--- config.mk ---
export PLATFORM = sky130hd
export DESIGN_NAME = instr_fetch
export DESIGN_NICKNAME = d
export VERILOG_FILES = /design/src/rtl/instr_fetch_pkg.sv /design/src/rtl/instr_fetch_queue.sv /design/src/rtl/instr_fetch.sv
export SDC_FILE = /design/constraint.sdc
export NUM_CORES = 1
export LEC_CHECK = 0
export ABC_AREA = 0
export CAP_MARGIN = 20
export CORE_MARGIN = 10
export CORE_UTILIZATION = 53
export CTS_CLUSTER_SIZE = 16
export DETAILED_ROUTE_END_ITERATION = 6
export MAX_ROUTING_LAYER = met4
export PLACE_DENSITY = 0.79
export SLEW_MARGIN = 20
export SYNTH_ARGS = -nofsm -noshare
export SYNTH_HDL_FRONTEND = slang
export SYNTH_HIERARCHICAL = 1
export SYNTH_SLANG_ARGS = --single-unit
--- constraint.sdc ---
create_clock -name clk -period 10.17 [get_ports clk]
set_input_delay 2.034 -clock clk [delete_from_list [all_inputs] [get_ports clk]]
set_output_delay 2.034 -clock clk [all_outputs]
set_load 0.1 [all_outputs]
--- src/rtl/instr_fetch_pkg.sv ---
// instr_fetch_pkg: shared widths, encodings and queue entry type for the fetch stage
package instr_fetch_pkg;
  localparam int XLEN = 32;
  localparam int ILEN = 32;
  localparam logic [XLEN-1:0] DEF_RESET_PC = 32'h0000_0000;
  localparam logic [ILEN-1:0] DEF_NOP_INSTR = 32'h0000_0013;
  typedef struct packed {
    logic [ILEN-1:0] instr;
    logic [XLEN-1:0] pc;
  } fetch_entry_t;
endpackage

--- src/rtl/instr_fetch_queue.sv ---
// fetch_queue: 2-entry synchronous FIFO of fetched words; flush beats push
module fetch_queue
  import instr_fetch_pkg::*;
(
  input  logic         clk,
  input  logic         rst,
  input  logic         push,
  input  logic         pop,
  input  logic         flush,
  input  fetch_entry_t din,
  output fetch_entry_t head,
  output logic [1:0]   count
);
  fetch_entry_t mem [2];
  logic rd_ptr, wr_ptr;
  assign head = mem[rd_ptr];
  always_ff @(posedge clk) begin
    if (rst || flush) begin
      rd_ptr <= 1'b0;
      wr_ptr <= 1'b0;
      count  <= 2'd0;
    end else begin
      if (push) mem[wr_ptr] <= din;
      wr_ptr <= wr_ptr ^ push;
      rd_ptr <= rd_ptr ^ pop;
      count  <= count + {1'b0, push} - {1'b0, pop};
    end
  end
endmodule

--- src/rtl/instr_fetch.sv ---
// instr_fetch: PC holder issuing 1-cycle-latency imem reads into a 2-entry queue feeding decode
module instr_fetch
  import instr_fetch_pkg::*;
#(
  parameter logic [XLEN-1:0] RESET_PC  = DEF_RESET_PC,
  parameter logic [ILEN-1:0] NOP_INSTR = DEF_NOP_INSTR
) (
  input  logic            clk,
  input  logic            rst,
  output logic            imem_req,
  output logic [XLEN-1:0] imem_addr,
  input  logic [ILEN-1:0] imem_rdata,
  input  logic            redirect_en,
  input  logic [XLEN-1:0] redirect_pc,
  output logic [ILEN-1:0] instr,
  output logic [XLEN-1:0] instr_pc,
  output logic            instr_valid,
  input  logic            instr_ready
);
  logic [XLEN-1:0] pc, inflight_pc, last_pc;
  logic inflight, pop;
  logic [1:0] count;
  logic [2:0] occ;
  fetch_entry_t head, din;
  always_comb begin
    pop         = instr_valid && instr_ready;
    occ         = {1'b0, count} + {2'b0, inflight} - {2'b0, pop};
    imem_req    = !rst && !redirect_en && (occ < 3'd2);
    imem_addr   = pc;
    instr_valid = count != 2'd0;
    instr       = instr_valid ? head.instr : NOP_INSTR;
    instr_pc    = instr_valid ? head.pc : last_pc;
    din         = '{instr: imem_rdata, pc: inflight_pc};
  end
  always_ff @(posedge clk) begin
    if (rst) begin
      pc          <= RESET_PC;
      inflight    <= 1'b0;
      inflight_pc <= RESET_PC;
      last_pc     <= RESET_PC;
    end else begin
      pc          <= redirect_en ? {redirect_pc[XLEN-1:2], 2'b00} : imem_req ? pc + 32'd4 : pc;
      inflight    <= imem_req;
      inflight_pc <= pc;
      last_pc     <= pop ? head.pc : last_pc;
    end
  end
  fetch_queue u_queue (
    .clk   (clk),
    .rst   (rst),
    .push  (inflight),
    .pop   (pop),
    .flush (redirect_en),
    .din   (din),
    .head  (head),
    .count (count)
  );
endmodule

==> flow_summary.json, run 1 <==
{
  "antenna_found_initial": 0,
  "place_area_um2": 11170,
  "rsz0062_at_grt": "no",
  "ir_worst_vdd_mv": 0.1158,
  "crit_arrival_ns": 5.93,
  "dieArea_um2": 23520,
  "wl_per_cell_um": 17.95,
  "skew_ns": 0.01296,
  "portBuffers": 161,
  "fmax_mhz": 125.5,
  "r2r_cells": 12,
  "cpPeakStageDelay_ns": 0.82,
  "postCtsHoldBufs": 0,
  "cts_tree": "done",
  "power.switching_uw": 604.1,
  "ys_types": 50,
  "worstSkewPairLatency_ns": 0.50,
  "top_level_ports": 166,
  "clk_pin_slew_ns": 0.06,
  "finalSetupViolations": 0,
  "grt_pass1_vias": 6351,
  "regToRegSetupSlack_ns": 5.05,
  "cts_setup_buffers": 0,
  "pwr-share-clk_pct": 37.5,
  "core.rowCount": 48,
  "layout.nets": 957,
  "grt_overflow": 0,
  "cts_resized": 0,
  "cellPowerDensity_nw_per_um2": 185.0,
  "chipWidth_um": 153.4,
  "ys_seq_elements": 225,
  "status": "complete, no violations",
  "cp.required_ns": 8.14,
  "gp_congestion": 0.8298,
  "cts_root_buffer": "clkbuf_16",
  "grt_max_degree": 89,
  "pwr-share-seq_pct": 45.8,
  "r2r-start": "u_queue/count[1]$_SDFF_PP0_",
  "yosysWarnings": 6,
  "num_vias": 6074,
  "clock-sinks": 225,
  "cts_made_buffers": 22,
  "synth_cells": 729,
  "p_int_mw": 1.600,
  "wl_um": 20190,
  "crit_fanout": 33,
  "first_iter_violations": 380,
  "initial_utilization_pct": 54.32,
  "min_path_type": "flop to flop",
  "syn2layout_area_growth_pct": 26.38,
  "synth_area_um2": 9428,
  "drc_errors": 0,
  "clock_path_buffers": 3,
  "period_minus_slack_ns": 7.968,
  "slew_viol_final": 0,
  "tns_ns": 0,
  "setup.worst_path.end": "imem_req",
  "synth_edf_count": 128,
  "max_slew_margin_pct": 29.01,
  "grt_pass1_wl_um": 33030,
  "ys_seq_area_share_pct": 61.37,
  "switching_share_pct": 27.41,
  "dp_hpwl_um": 13190,
  "avgSynthCellArea_um2": 12.93,
  "fin_crit_sh_pct": 78.35,
  "critPathLaunch": "instr_ready",
  "end_kind": "primary output",
  "via_per_inst": 5.399,
  "gr-usage-all-layers_pct": 17.22,
  "slowest_stage": "xnor2_1",
  "power_frac_comb_pct": 16.7,
  "tightest_slew_ns": 1.062,
  "final_cell_area_um2": 11920,
  "ys_async_sr_fraction_pct": 0,
  "h-tree-depth": 1,
  "maxCapViolCount": 0,
  "start_kind": "input pin",
  "core_um2": 17360,
  "worst_slack_ns": 2.202,
  "power.leakage_nw": 4.202,
  "diodes": 0,
  "critPathKind": "input pin to primary output",
  "pre_cts_slack_ns": 2.321,
  "regToRegEndpoint": "imem_addr[25]$_SDFFE_PP0P_",
  "path_cells": "clkdlybuf4s50_1, nand2_1, buf_4, inv_1, ha_1, nand2b_1, fa_1, xnor2_1, nand3_1, inv_1, buf_4",
  "ant_nets": 0,
  "drive_gt1_share_pct": 16.67,
  "hold_violations": 0,
  "ys.flop_type": "edfxtp_1",
  "firstDrtPassIters": 4,
  "die_h_um": 153.4
}
registers in the layout (all words and copies together) (netlist names):
name,flops
u_queue/wr_ptr,1
inflight,1
imem_addr,30
u_queue/mem,128
u_queue/rd_ptr,1
last_pc,32
inflight_pc,30
u_queue/count,2
layer usage:
metal | global-route usage (%) | up-vias | share of wire (%)
met5 | - | - | 0
met4 | 4.139 | 0 | 1.9
met3 | 3.788 | 34 | 6.9
met2 | 27.07 | 230 | 46
met1 | 22.34 | 2846 | 45
li1 | - | 2964 | -
worst max-delay path: cells and delay by family:
family,cells,cell delay (ns)
AND/OR/NAND/NOR,3,0.77
buffers and inverters,5,1.60
XOR/XNOR,1,0.82
adder cells (fa/ha/maj),2,0.71
power groups by stage:
stage          Sequential (mW)  Clock, mW  Combinational (mW)
2_1_floorplan             1.09          0               0.212
3_3_place_gp              1.03          0               0.365
3_5_place_dp              1.03          0               0.368
4_1_cts                   1.01      0.844               0.370
5_1_grt                   1.01      0.887               0.384
6_report                  1.01      0.827               0.367
synth_stat cells, types with 12 or more instances:
cell type  instances  share of area (%)
a21oi_1           38                2.0
a311oi_1          12                1.1
and2_1            33                2.2
clkbuf_1          26                1.0
dfxtp_1           97                 21
edfxtp_1         128                 41
inv_1             13               0.52
mux2_2            46                5.5
mux2_4            50                8.0
nand2_1           82                3.3
nor2_1            30                1.2
nor2b_1           28                1.9
cell type report:
cell class | instances | area (µm²)
sequential | 225 | 5789
fill | 1254 | 5441
multi-input combinational | 451 | 3364
timing repair buffer | 171 | 1682
clock buffer | 31 | 625.6
tap | 225 | 281.5
clock inverter | 9 | 123.9
inverter | 13 | 48.80
stage by stage:
step | power, mW | hold slack (ns) | cells | utilization (%)
floorplan | 1.297 | 0.4037 | 734 | -
global placement | 1.392 | 0.4048 | 1085 | 64.33
detailed placement | 1.397 | 0.4103 | 1085 | 64.33
CTS | 2.223 | 0.4236 | 1125 | 68.65
global route | 2.285 | 0.4327 | 1125 | 68.65
finish | 2.204 | 0.4207 | 1125 | 68.65
cell usage in the layout (no fill, tap or decap), drive strengths merged, types with 8 or more instances in the layout:
cell / netlist / layout
inv: 13 / 14
a21oi: 38 / 38
nand4: 13 / 13
nor2: 30 / 30
a211oi: 8 / 8
nor2b: 28 / 28
o31ai: 8 / 8
mux2: 96 / 96
or4: 10 / 10
and2: 33 / 33
nand2: 82 / 82
edfxtp: 128 / 128
dfxtp: 97 / 97
a311oi: 12 / 12
clkdlybuf4s50: 0 / 159
buf: 19 / 12
nand3: 10 / 10
clkbuf: 26 / 31
logic make-up after synthesis:
logic type / count (synthesis) / synth area share [%]
flops: 225 / 61.37
xor+xnor: 13 / 1.354
buf+inv: 58 / 3.225
simple gates: 236 / 12.99
fa+ha+maj: 5 / 0.7432
compound gates: 95 / 6.822
mux: 96 / 13.46
other cells: 1 / 0.03978
how the worst min path moves through the flow:
stage / start / to / slack, ns / depth (start not counted)
3_5_place_dp: inflight_pc[13]$_SDFF_PP0_ / u_queue/mem[1][13]$_DFFE_PP_ / 0.41 / 0
6_report: inflight_pc[23]$_SDFF_PP0_ / u_queue/mem[1][23]$_DFFE_PP_ / 0.42 / 0
3_3_place_gp: inflight_pc[22]$_SDFF_PP0_ / u_queue/mem[0][22]$_DFFE_PP_ / 0.40 / 0
5_1_grt: inflight_pc[23]$_SDFF_PP0_ / u_queue/mem[1][23]$_DFFE_PP_ / 0.43 / 0
4_1_cts: inflight_pc[23]$_SDFF_PP0_ / u_queue/mem[1][23]$_DFFE_PP_ / 0.42 / 0
2_1_floorplan: inflight_pc[10]$_SDFF_PP0_ / u_queue/mem[0][10]$_DFFE_PP_ / 0.40 / 0
Note: power is estimated with default switching activity, not from simulation.
==> run 2: changes to the inputs <==
- CORE_UTILIZATION: 53 -> 48
- PLACE_DENSITY: 0.79 -> 0.76
- clock period: 10.17 -> 7.26 ns (I/O delays scaled with it)
==> run 2 against run 1 <==
Effect of this change: clock power increased by 34%; combinational power increased by 41%; die area increased by 9.0%; flip-flop and latch count stayed put; non-clock buffer count did not move; power is 38% higher; core utilization is 7.0 points lower; global-route usage is 1.3 points lower; highest routed layer unchanged; final cell count up 3.7%; first-iteration DRC count rose by 5.5%; sequential power is 41% higher; count of clock-buffer cells in the layout stayed put.
==> flow_summary.json, run 2 (same netlist as run 1, synthesis figures left out) <==
{
  "period_minus_slack_ns": 5.711,
  "dieArea_um2": 25650,
  "status": "complete, no violations",
  "syn2layout_area_growth_pct": 26.80,
  "min_from": "inflight_pc[8]$_SDFF_PP0_",
  "largest_reg_flops": 128,
  "slew_viol_final": 0,
  "grt_pass1_wl_um": 32870,
  "firstDrtPassIters": 5,
  "postCtsHoldBufs": 0,
  "cp.required_ns": 5.81,
  "cts_root_buffer": "clkbuf_16",
  "gr-usage-all-layers_pct": 15.96,
  "r2r_cells": 10,
  "initial_utilization_pct": 48.60,
  "fmax_mhz": 175.1,
  "mostFrequentLayoutCells": "clkdlybuf4s50_1 (159), edfxtp_1 (128), dfxtp_1 (96)",
  "cts_setup_buffers": 0,
  "cellPowerDensity_nw_per_um2": 254.4,
  "start_kind": "input pin",
  "min_path_type": "flop to flop",
  "ir_worst_vdd_mv": 0.1519,
  "clock_path_buffers": 3,
  "cp_common_cell": "inv_1",
  "clock-sinks": 225,
  "top_regs": "u_queue/mem (128), last_pc (32)",
  "core_um2": 19400,
  "tightest_slew_ns": 1.041,
  "finalSetupViolations": 0,
  "worstSkewPairLatency_ns": 0.49,
  "final_common_cell": "clkdlybuf4s50_1",
  "slowest_stage": "fa_1",
  "grt_max_degree": 67,
  "cts_resized": 0,
  "die_h_um": 160.1,
  "grt_pass1_vias": 6016,
  "end_kind": "primary output",
  "path_cells": "clkdlybuf4s50_1, nand2_1, inv_1, ha_1, nand2b_1, fa_1, nand3_1, inv_1, buf_12",
  "min_path_cells": 0,
  "tns_ns": 0,
  "wl_per_cell_um": 17.80,
  "crit_arrival_ns": 4.26,
  "grt_overflow": 0,
  "wl_um": 20770,
  "r2r-start": "u_queue/count[1]$_SDFF_PP0_",
  "gp_congestion": 0.8163,
  "largest-register": "u_queue/mem",
  "hold_violations": 0,
  "regToRegEndpoint": "imem_addr[23]$_SDFFE_PP0P_",
  "drc_errors": 0,
  "crit_fanout": 12,
  "holdPathEnd": "u_queue/mem[1][8]$_DFFE_PP_",
  "ant_nets": 0,
  "core.rowCount": 51,
  "top_level_ports": 166,
  "cts_tree": "done",
  "regToRegSetupSlack_ns": 3.08,
  "num_vias": 6115,
  "h-tree-depth": 1,
  "first_iter_violations": 401,
  "chipWidth_um": 160.1,
  "rsz0062_at_grt": "no",
  "max_slew_margin_pct": 30.35,
  "portBuffers": 161,
  "cts_made_buffers": 23,
  "antenna_found_initial": 1,
  "critPathKind": "input pin to primary output",
  "pre_cts_slack_ns": 1.565,
  "clk_pin_slew_ns": 0.06,
  "layout.nets": 958,
  "fin_crit_sh_pct": 78.66,
  "dp_hpwl_um": 13550,
  "skew_ns": 0.01155,
  "maxCapViolCount": 0,
  "drive_gt1_share_pct": 16.65,
  "cpPeakStageDelay_ns": 0.80,
  "via_per_inst": 5.240,
  "worst_slack_ns": 1.549,
  "power.leakage_nw": 4.190
}
run 2: per-stage QoR:
stage	power (mW)	utilization (%)	cell area [µm²]	std cells	hold slack, ns
floorplan	1.816	-	9453	734	0.4037
global placement	1.958	57.93	11240	1125	0.4049
detailed placement	1.962	57.93	11240	1125	0.4117
CTS	3.079	61.61	11950	1166	0.4237
global route	3.146	61.62	11950	1167	0.4326
finish	3.042	61.62	11950	1167	0.4228
run 2: worst max-delay path by stage:
stage                     depth (start not counted)       end  slack (ns)                   startpoint
after detailed placement                          9  imem_req        1.57                  instr_ready
final                                             9  imem_req        1.55                  instr_ready
after floorplan                                  10  imem_req        1.63                  instr_ready
after CTS                                         9  imem_req        1.55                  instr_ready
after global routing                             10  imem_req        1.22  u_queue/count[1]$_SDFF_PP0_
after global placement                            9  imem_req        1.55                  instr_ready
run 2: report_power, final:
part	internal (mW)	switching (mW)
clock network	0.650	0.459
registers	1.38	0.0336
logic	0.151	0.365
total	2.18	0.858
run 2: layer usage:
layer  vias up  GRT usage, %  wire length [µm]
li1       2977             -                 -
met1      2953         19.55              9188
met2       165         25.91              9993
met3        20         4.679              1383
met4         0         3.005               209
met5         -             -                 0
run 2: critical path, delay by kind of cell:
| family | cells | cell delay [ns] |
|---|---|---|
| buffers and inverters | 4 | 1.15 |
| adders and majority gates | 2 | 1.03 |
| and+or+nand+nor | 3 | 0.62 |
run 2: final cells by class:
type / instances / area (µm²)
fillers: 1559 / 7445
flip-flops and latches: 225 / 5789
multi-input cells: 451 / 3373
repair buffers: 171 / 1694
clock buffers: 31 / 635.6
well taps: 265 / 331.6
clock inverters: 10 / 78.83
inverters: 13 / 48.80
diodes: 1 / 2.502
==> run 3: changes to the inputs <==
- CORE_UTILIZATION: 48 -> 53
- PLACE_DENSITY: 0.76 -> 0.79
- clock period: 7.26 -> 5.53 ns (I/O delays scaled with it)
==> run 3 against run 2 <==
Effect of this change: register-to-register slack worse by 1.1 ns; largest cell class unchanged; critical path depth up 2; first-iteration DRC count down 26%.
==> flow_summary.json, run 3 (same netlist as run 1, synthesis figures left out) <==
{
  "status": "complete, no violations",
  "cts_resized": 0,
  "max_slew_margin_pct": 29.97,
  "dieArea_um2": 23520,
  "hold_violations": 0,
  "whs_ns": 0.4231,
  "cp_common_cell": "inv_1",
  "final_core_util_pct": 68.93,
  "pre_cts_slack_ns": 1.009,
  "tns_ns": 0,
  "die_h_um": 153.4,
  "syn2layout_area_growth_pct": 26.90,
  "grt_pass1_vias": 6223,
  "initial_utilization_pct": 54.32,
  "slew_viol_final": 0,
  "maxCapViolCount": 0,
  "path_buf_inv": 5,
  "drive_gt1_share_pct": 17.24,
  "crit_arrival_ns": 3.44,
  "grt_overflow": 0,
  "grt_max_degree": 99,
  "worstSkewPairLatency_ns": 0.50,
  "cts_setup_buffers": 0,
  "top_regs": "u_queue/mem (128), last_pc (32)",
  "firstDrtPassIters": 4,
  "grt_pass1_wl_um": 32310,
  "skew_ns": 0.009171,
  "start_kind": "input pin",
  "core_um2": 17360,
  "clock-sinks": 225,
  "worst_slack_ns": 0.9808,
  "ant_nets": 0,
  "h-tree-depth": 1,
  "cts_made_buffers": 23,
  "min_from": "inflight_pc[13]$_SDFF_PP0_",
  "gp_congestion": 0.8298,
  "crit_fanout": 11,
  "fin_crit_sh_pct": 82.26,
  "cellPowerDensity_nw_per_um2": 336.4,
  "via_per_inst": 5.392,
  "power.total_mw": 4.025,
  "clock_path_buffers": 3,
  "crit_family": "buffers and inverters",
  "top_level_ports": 166,
  "end_kind": "primary output",
  "min_path_type": "flop to flop",
  "layout.nets": 962,
  "tightest_slew_ns": 1.051,
  "cts_root_buffer": "clkbuf_16",
  "critPathLaunch": "instr_ready",
  "r2r-start": "u_queue/count[1]$_SDFF_PP0_",
  "clk_pin_slew_ns": 0.06,
  "finalSetupViolations": 0,
  "mostFrequentLayoutCells": "clkdlybuf4s50_1 (159), edfxtp_1 (128), dfxtp_1 (96)",
  "ir_worst_vdd_mv": 0.2017,
  "path_cells": "clkdlybuf4s50_1, nand2_1, inv_1, ha_1, nand2b_1, fa_1, xnor2_1, buf_4, nand3_1, inv_1, buf_12",
  "first_iter_violations": 295,
  "antenna_found_initial": 1,
  "wl_per_cell_um": 17.77,
  "num_vias": 6098,
  "cp.required_ns": 4.42,
  "postCtsHoldBufs": 0,
  "slowest_stage": "clkdlybuf4s50_1",
  "fmax_mhz": 219.8,
  "cts_tree": "done",
  "portBuffers": 161,
  "largest-register": "u_queue/mem",
  "final_common_cell": "clkdlybuf4s50_1",
  "core.rowCount": 48,
  "chipWidth_um": 153.4,
  "gr-usage-all-layers_pct": 16.83,
  "drc_errors": 0,
  "period_minus_slack_ns": 4.549,
  "dp_hpwl_um": 13230,
  "power.leakage_nw": 4.225,
  "regToRegSetupSlack_ns": 1.96,
  "rsz0062_at_grt": "no",
  "cpPeakStageDelay_ns": 0.47,
  "wl_um": 20100,
  "critPathKind": "input pin to primary output",
  "largest_reg_flops": 128
}
==> run 3: cell types whose count changed in the layout (fill, tap and decap cells not counted) <==
cell / change
clkbuf_16: +2
clkinv_4: +2
buf_4: +4
clkbuf_8: -2
inv_6: -1
inv_4: +1
clkinv_1: -2
==> run 3: cell type report <==
cell class                      count  area [µm²]
Timing Repair Buffer              175        1724
Multi-Input combinational cell    451        3373
Sequential cell                   225        5789
Clock inverter                     10       86.33
Antenna cell                        1       2.502
Fill cell                        1209        5393
Clock buffer                       31       658.1
Tap cell                          225       281.5
Inverter                           13       48.80
==> run 3: stage by stage <==
stage / area [µm²] / std cells
floorplan: 9453 / 734
global placement: 11220 / 1089
detailed placement: 11220 / 1089
CTS: 11960 / 1130
global route: 11960 / 1131
finish: 11960 / 1131
==> run 3: worst paths after layout <==
| path | to | cells past startpoint |
|---|---|---|
| max | imem_req | 11 |
| min | u_queue/mem[0][13]$_DFFE_PP_ | 0 |
| max reg2reg | imem_addr[27]$_SDFFE_PP0P_ | 11 |
| min reg2reg | u_queue/mem[0][13]$_DFFE_PP_ | 0 |
==> run 3: worst register-to-register path: stages, from the launching register on <==
cell and delay [ns]:
dfxtp_1 0.39, or2_2 0.32, nand2_1 0.09, inv_1 0.07, ha_1 0.28, nand2b_1 0.15
fa_1 0.41, xnor2_1 0.17, buf_4 0.20, nand4_1 0.52, or4_1 0.62, a311oi_1 0.27
==> run 3: routing by layer <==
metal  wire (µm)  vias up  track usage (%)
met2        9330      203            26.24
li1            -     2987                -
met5           0        -                -
met1        9009     2874            21.74
met3        1340       34            3.900
met4         414        0            4.453
==> run 3: power breakdown <==
| group | switching, mW | total (mW) | leakage (nW) | internal [mW] |
|---|---|---|---|---|
| Sequential | 0.0437 | 1.86 | 1.94 | 1.82 |
| Combinational | 0.477 | 0.677 | 1.92 | 0.200 |
| Clock | 0.602 | 1.49 | 0.368 | 0.886 |
| Total | 1.12 | 4.02 | 4.23 | 2.90 |
==> RTL change 1, RTL diff (settings of run 3) <==
`ILEN`: 32 -> 48.
--- a/src/rtl/instr_fetch_pkg.sv
+++ b/src/rtl/instr_fetch_pkg.sv
@@ -3,3 +3,3 @@
   localparam int XLEN = 32;
-  localparam int ILEN = 32;
+  localparam int ILEN = 48;
   localparam logic [XLEN-1:0] DEF_RESET_PC = 32'h0000_0000;
Ports: changed (resized imem_rdata and instr); port bits go from 166 to 198. No check against the original RTL was run, so the function may have changed too.
==> RTL change 1 against run 3 <==
- cell count up 11%
- global-route usage up 1.4 points
- final area up 12%
- sequential share of layout area up 2.1 points
- sequential cell count up 32
- synthesized cell count up 7.3%
- routed wire length up 18%
- setup slack worse by 0.27 ns
- clock skew up 0.015 ns
- area after synthesis up 10%
- power up 16%
==> RTL change 1: results (changes against run 3) <==
run_status:
  status: "complete, no violations"
drt:
  drt-pass1-iter-count: 5  # +1
  drt_iter0_drc: 505  # +71%
  wl_um: 23700  # +18%
  wl_met1_um: 10500  # +16%
  wl_per_cell_um: 18.8  # +5.9%
  viasPerCell: 5.29  # -2.0%
  met3WireLength_um: 1800  # +34%
global_route:
  grt.met3_usage_pct: 4.96  # +1.1 points
  grt_pass1_wl_um: 37300  # +15%
  gr-usage-met1_pct: 23.4  # +1.6 points
  grt.total_usage_pct: 18.3  # +1.4 points
  grt_pass1_vias: 6824  # +9.7%
  antenna_found_initial: 0  # -1
  grt_max_degree: 82  # -17%
  use_met2_pct: 28.6  # +2.4 points
clock_network:
  cts_inserted_buffers: 25  # +8.7%
  clk_latency_ns: 0.52  # +0.02 ns
  htreeDepth: 1  # unchanged
logic_synthesis:
  synth_edf_count: 160  # +25%
  yosys.area_share.adder_pct: 0.673  # -0.071 points
  synth_top_cells_by_count: "edfxtp_1 (160), mux2_2 (113), dfxtp_1 (97)"
  synth_sequential_area_ratio_pct: 64.8  # +3.4 points
  synthXorXnorAreaFrac_pct: 2.75  # +1.4 points
  syn-instance-count: 782  # +7.3%
  synth-compound-area-share_pct: 4.17  # -2.7 points
  synth_area_leaders: "edfxtp_1 (46%), dfxtp_1 (19%), mux2_2 (12%), and2_1 (3.2%), nand2_1 (3.0%)"
  synth_mux_area_share_pct: 12.2  # -1.2 points
pwr:
  combinationalPowerShare_pct: 15.8  # -1.0 points
  p_int_mw: 3.40  # +17%
  p_seq_share_pct: 45.9  # -0.3 points
  ir_drop_v: 0.000204  # +1.4%
  total_leakage_power_nw: 4.59  # +8.6%
critical_path:
  cp_max_fo: 19  # +8
  reg2reg_slack_ns: 2.10  # +0.14 ns
  r2r-end: "imem_addr[12]"
  critPathArrivalTime_ns: 3.72  # +0.28 ns
  critPathLaunch: "instr_ready"
sta:
  holdWs_ns: 0.423  # -0.000546 ns
  finClkSkew_ns: 0.0239  # +0.0147 ns
  maxSlewHeadroom_pct: 31.3  # +1.3 points
  min_period_over_period_pct: 87.2  # +4.9 points
placement:
  placedInstanceArea_um2: 12500  # +11%
  gp_congestion: 0.839  # +1.1%
  dp_slack_ns: 0.712  # -0.297 ns
  dpl.cell_count: 1212  # +11%
  numPortBuffers: 193  # +20%
  dp_hpwl_um: 15100  # +15%
min_path:
  hold_start: "inflight_pc[27]"
  min_to: "u_queue/mem[0][27]"
finish:
  diodes: 0  # -1
  nets: 1063  # +10%
  top_regs: "u_queue/mem (160), last_pc (32)"
  layout-drive-gt1-share_pct: 20.8  # +3.5 points
RTL change 1: changes by cell type in the layout (fill, tap and decap cells not counted), moves of 7 or more:
| cell | change |
|---|---|
| xor2_1 | -7 |
| o31ai_1 | -8 |
| or4_1 | -10 |
| a311oi_1 | -8 |
| and2_1 | +20 |
| edfxtp_1 | +32 |
| xnor2_1 | +22 |
| mux2_4 | -50 |
| nand4_1 | -8 |
| o22ai_1 | +7 |
| mux2_2 | +67 |
| buf_4 | +26 |
| nor4_1 | +7 |
RTL change 1: worst register-to-register path, stage by stage, from the launching register on:
cell      delay [ns]
dfxtp_1         0.41
or2_2           0.33
nand2_1         0.09
inv_1           0.06
ha_1            0.27
nand2b_1        0.15
fa_1            0.45
xnor2_4         0.32
nand3_2         0.40
nor4_1          0.40
mux2_2          0.36
a21oi_1         0.12
RTL change 1: layout make-up:
type,instances,area (um2)
well taps,265,332
repair buffers,203,1940
clock inverters,16,206
multi-input cells,475,3410
fillers,1425,6040
inverters,12,45.0
clock buffers,29,672
flip-flops and latches,257,6750
==> RTL change 2, RTL diff (settings of run 3) <==
Without the edit above. Reset style: asynchronous (`rst`), changed in one clocked block.
--- a/src/rtl/instr_fetch.sv
+++ b/src/rtl/instr_fetch.sv
@@ -34,3 +34,3 @@
   end
-  always_ff @(posedge clk) begin
+  always_ff @(posedge clk or posedge rst) begin
     if (rst) begin
Function: differs if rst is asserted again (counterexample within 4 cycles, from zero or initial values and one cycle with rst high); with rst held inactive, the same outputs for 10 cycles.
==> RTL change 2 against run 3 <==
- via count down 7.5%
- area after synthesis up 0.19%
- clock skew up 0.0044 ns
- routed wire length up 1.4%
- sequential cell count unchanged
- core utilization down 0.19 points
- setup slack worse by 0.023 ns
- final area down 0.28%
- largest cell class unchanged
Power is not compared: it rests on default switching activity, and its combinational part moved more than twofold at a synthesized area within 25%.
==> RTL change 2: results (changes against run 3) <==
sta:
  setup_viol: 0  # unchanged
  tightestPinTransition_ns: 1.05  # -0.00536 ns
  hold_viol: 0  # unchanged
  finClkSkew_ns: 0.0136  # +0.00441 ns
global_route:
  grt.total_usage_pct: 17.0  # +0.14 points
  grt_pass1_vias: 5827  # -6.4%
  grt_pass1_wl_um: 31900  # -1.4%
  grt_max_degree: 66  # -33%
  antenna_found_initial: 0  # -1
clock_network:
  root_buffer: "clkbuf_16"
  cts_buffer_depth: 3  # unchanged
  post_cts_buffers: 0  # unchanged
  htreeDepth: 1  # unchanged
  cts_inserted_buffers: 23  # unchanged
  post_cts_resized: 0  # unchanged
  clk_pin_slew_ns: 0.06  # about the same
  clk_latency_ns: 0.50  # about the same
logic_synthesis:
  synth_edf_count: 128  # unchanged
  synth_sequential_area_ratio_pct: 66.2  # +4.8 points
  synth_warnings: 6  # unchanged
  synth_top_cells_by_count: "edfxtp_1 (128), dfrtp_1 (93), mux2_2 (78)"
  synth-async-reset-ratio_pct: 41.3  # +41 points
  synth_area_leaders: "edfxtp_1 (41%), dfrtp_1 (25%), mux2_2 (9.3%), mux2_4 (7.9%), and2_1 (2.0%)"
  ys_types: 53  # +6.0%
finish:
  layout-drive-gt1-share_pct: 22.9  # +5.7 points
  nets: 846  # -12%
  top_register: "u_queue/mem"
  top_regs: "u_queue/mem (128), last_pc (32)"
  diodes: 0  # -1
  fillers: 1156  # -4.4%
drt:
  vias: 5643  # -7.5%
  wl_um: 20400  # +1.4%
  drt_iter0_drc: 322  # +9.2%
  drt-pass1-iter-count: 5  # +1
  antenna_left: 0  # unchanged
run_status:
  status: "complete, no violations"
placement:
  dp_hpwl_um: 13500  # +2.2%
  gp_congestion: 0.855  # +3.1%
  numPortBuffers: 161  # unchanged
critical_path:
  cp_max_fo: 20  # +9
  critPathArrivalTime_ns: 3.47  # +0.03 ns
min_path:
  hold_path.class: "reg2reg"
pwr:
  total_leakage_power_nw: 4.52
  ir_drop_v: 0.000540
==> RTL change 2: logic make-up after synthesis <==
logic type,after synthesis,share of synthesized area [%]
flops,225,66.2
simple gates,134,7.87
mux,130,17.5
compound gates,62,4.62
buf+inv,39,2.38
xor+xnor,6,0.702
fa+ha+maj,5,0.742
other cells,1,0.0397
==> RTL change 2: final timing paths <==
kind	startpoint	end	slack, ns	cells after the start
min in group asynchronous	rst	imem_addr[10]	1.34	2
max	instr_ready	imem_req	0.96	10
max in group asynchronous	rst	inflight_pc[23]	3.23	3
max reg2reg	u_queue/count[1]	imem_addr[28]	2.10	12
min reg2reg	inflight_pc[20]	u_queue/mem[0][20]	0.44	0
min	inflight_pc[20]	u_queue/mem[0][20]	0.44	0
==> RTL change 2: where the power goes <==
part	switching (mW)	internal, mW	leakage, nW
Clock	0.605	0.766	0.318
Combinational	1.40	0.516	1.88
Sequential	0.129	1.97	2.32
Total	2.13	3.25	4.52
==> RTL change 2: critical path, cell delays in order <==
cell             delay, ns
clkdlybuf4s50_1       0.47
nand2_1               0.06
inv_1                 0.11
ha_1                  0.23
nand2b_1              0.15
fa_1                  0.41
xnor2_1               0.18
nand3_1               0.13
inv_2                 0.36
buf_12                0.24
==> RTL change 2: final cells by class <==
| class | instances | area, um2 | area share [%] |
|---|---|---|---|
| inverter | 10 | 40.0 | 0.336 |
| clock inverter | 10 | 46.3 | 0.388 |
| clock buffer | 31 | 606 | 5.08 |
| sequential | 225 | 6250 | 52.4 |
| timing repair buffer | 170 | 1690 | 14.2 |
| tap | 225 | 282 | 2.36 |
| multi-input combinational | 343 | 3010 | 25.3 |
==> RTL change 2: through the flow <==
stage | hold slack (ns) | instances | setup WS [ns] | cell area, um2
6_report | 0.442 | 1014 | 0.957 | 11900
5_1_grt | 0.445 | 1014 | 0.821 | 11900
4_1_cts | 0.442 | 1014 | 0.969 | 11900
3_5_place_dp | 0.428 | 973 | 0.986 | 11300
3_3_place_gp | 0.422 | 973 | 1.05 | 11300
2_1_floorplan | 0.420 | 607 | 0.386 | 9470
==> RTL change 2: per-layer routing <==
layer	GRT usage [%]	part of all wire (%)	vias to the layer above
met5	-	0	-
met4	4.23	1.5	0
met3	3.88	6.7	26
met2	26.4	48	236
met1	22.3	44	2783
li1	-	-	2598
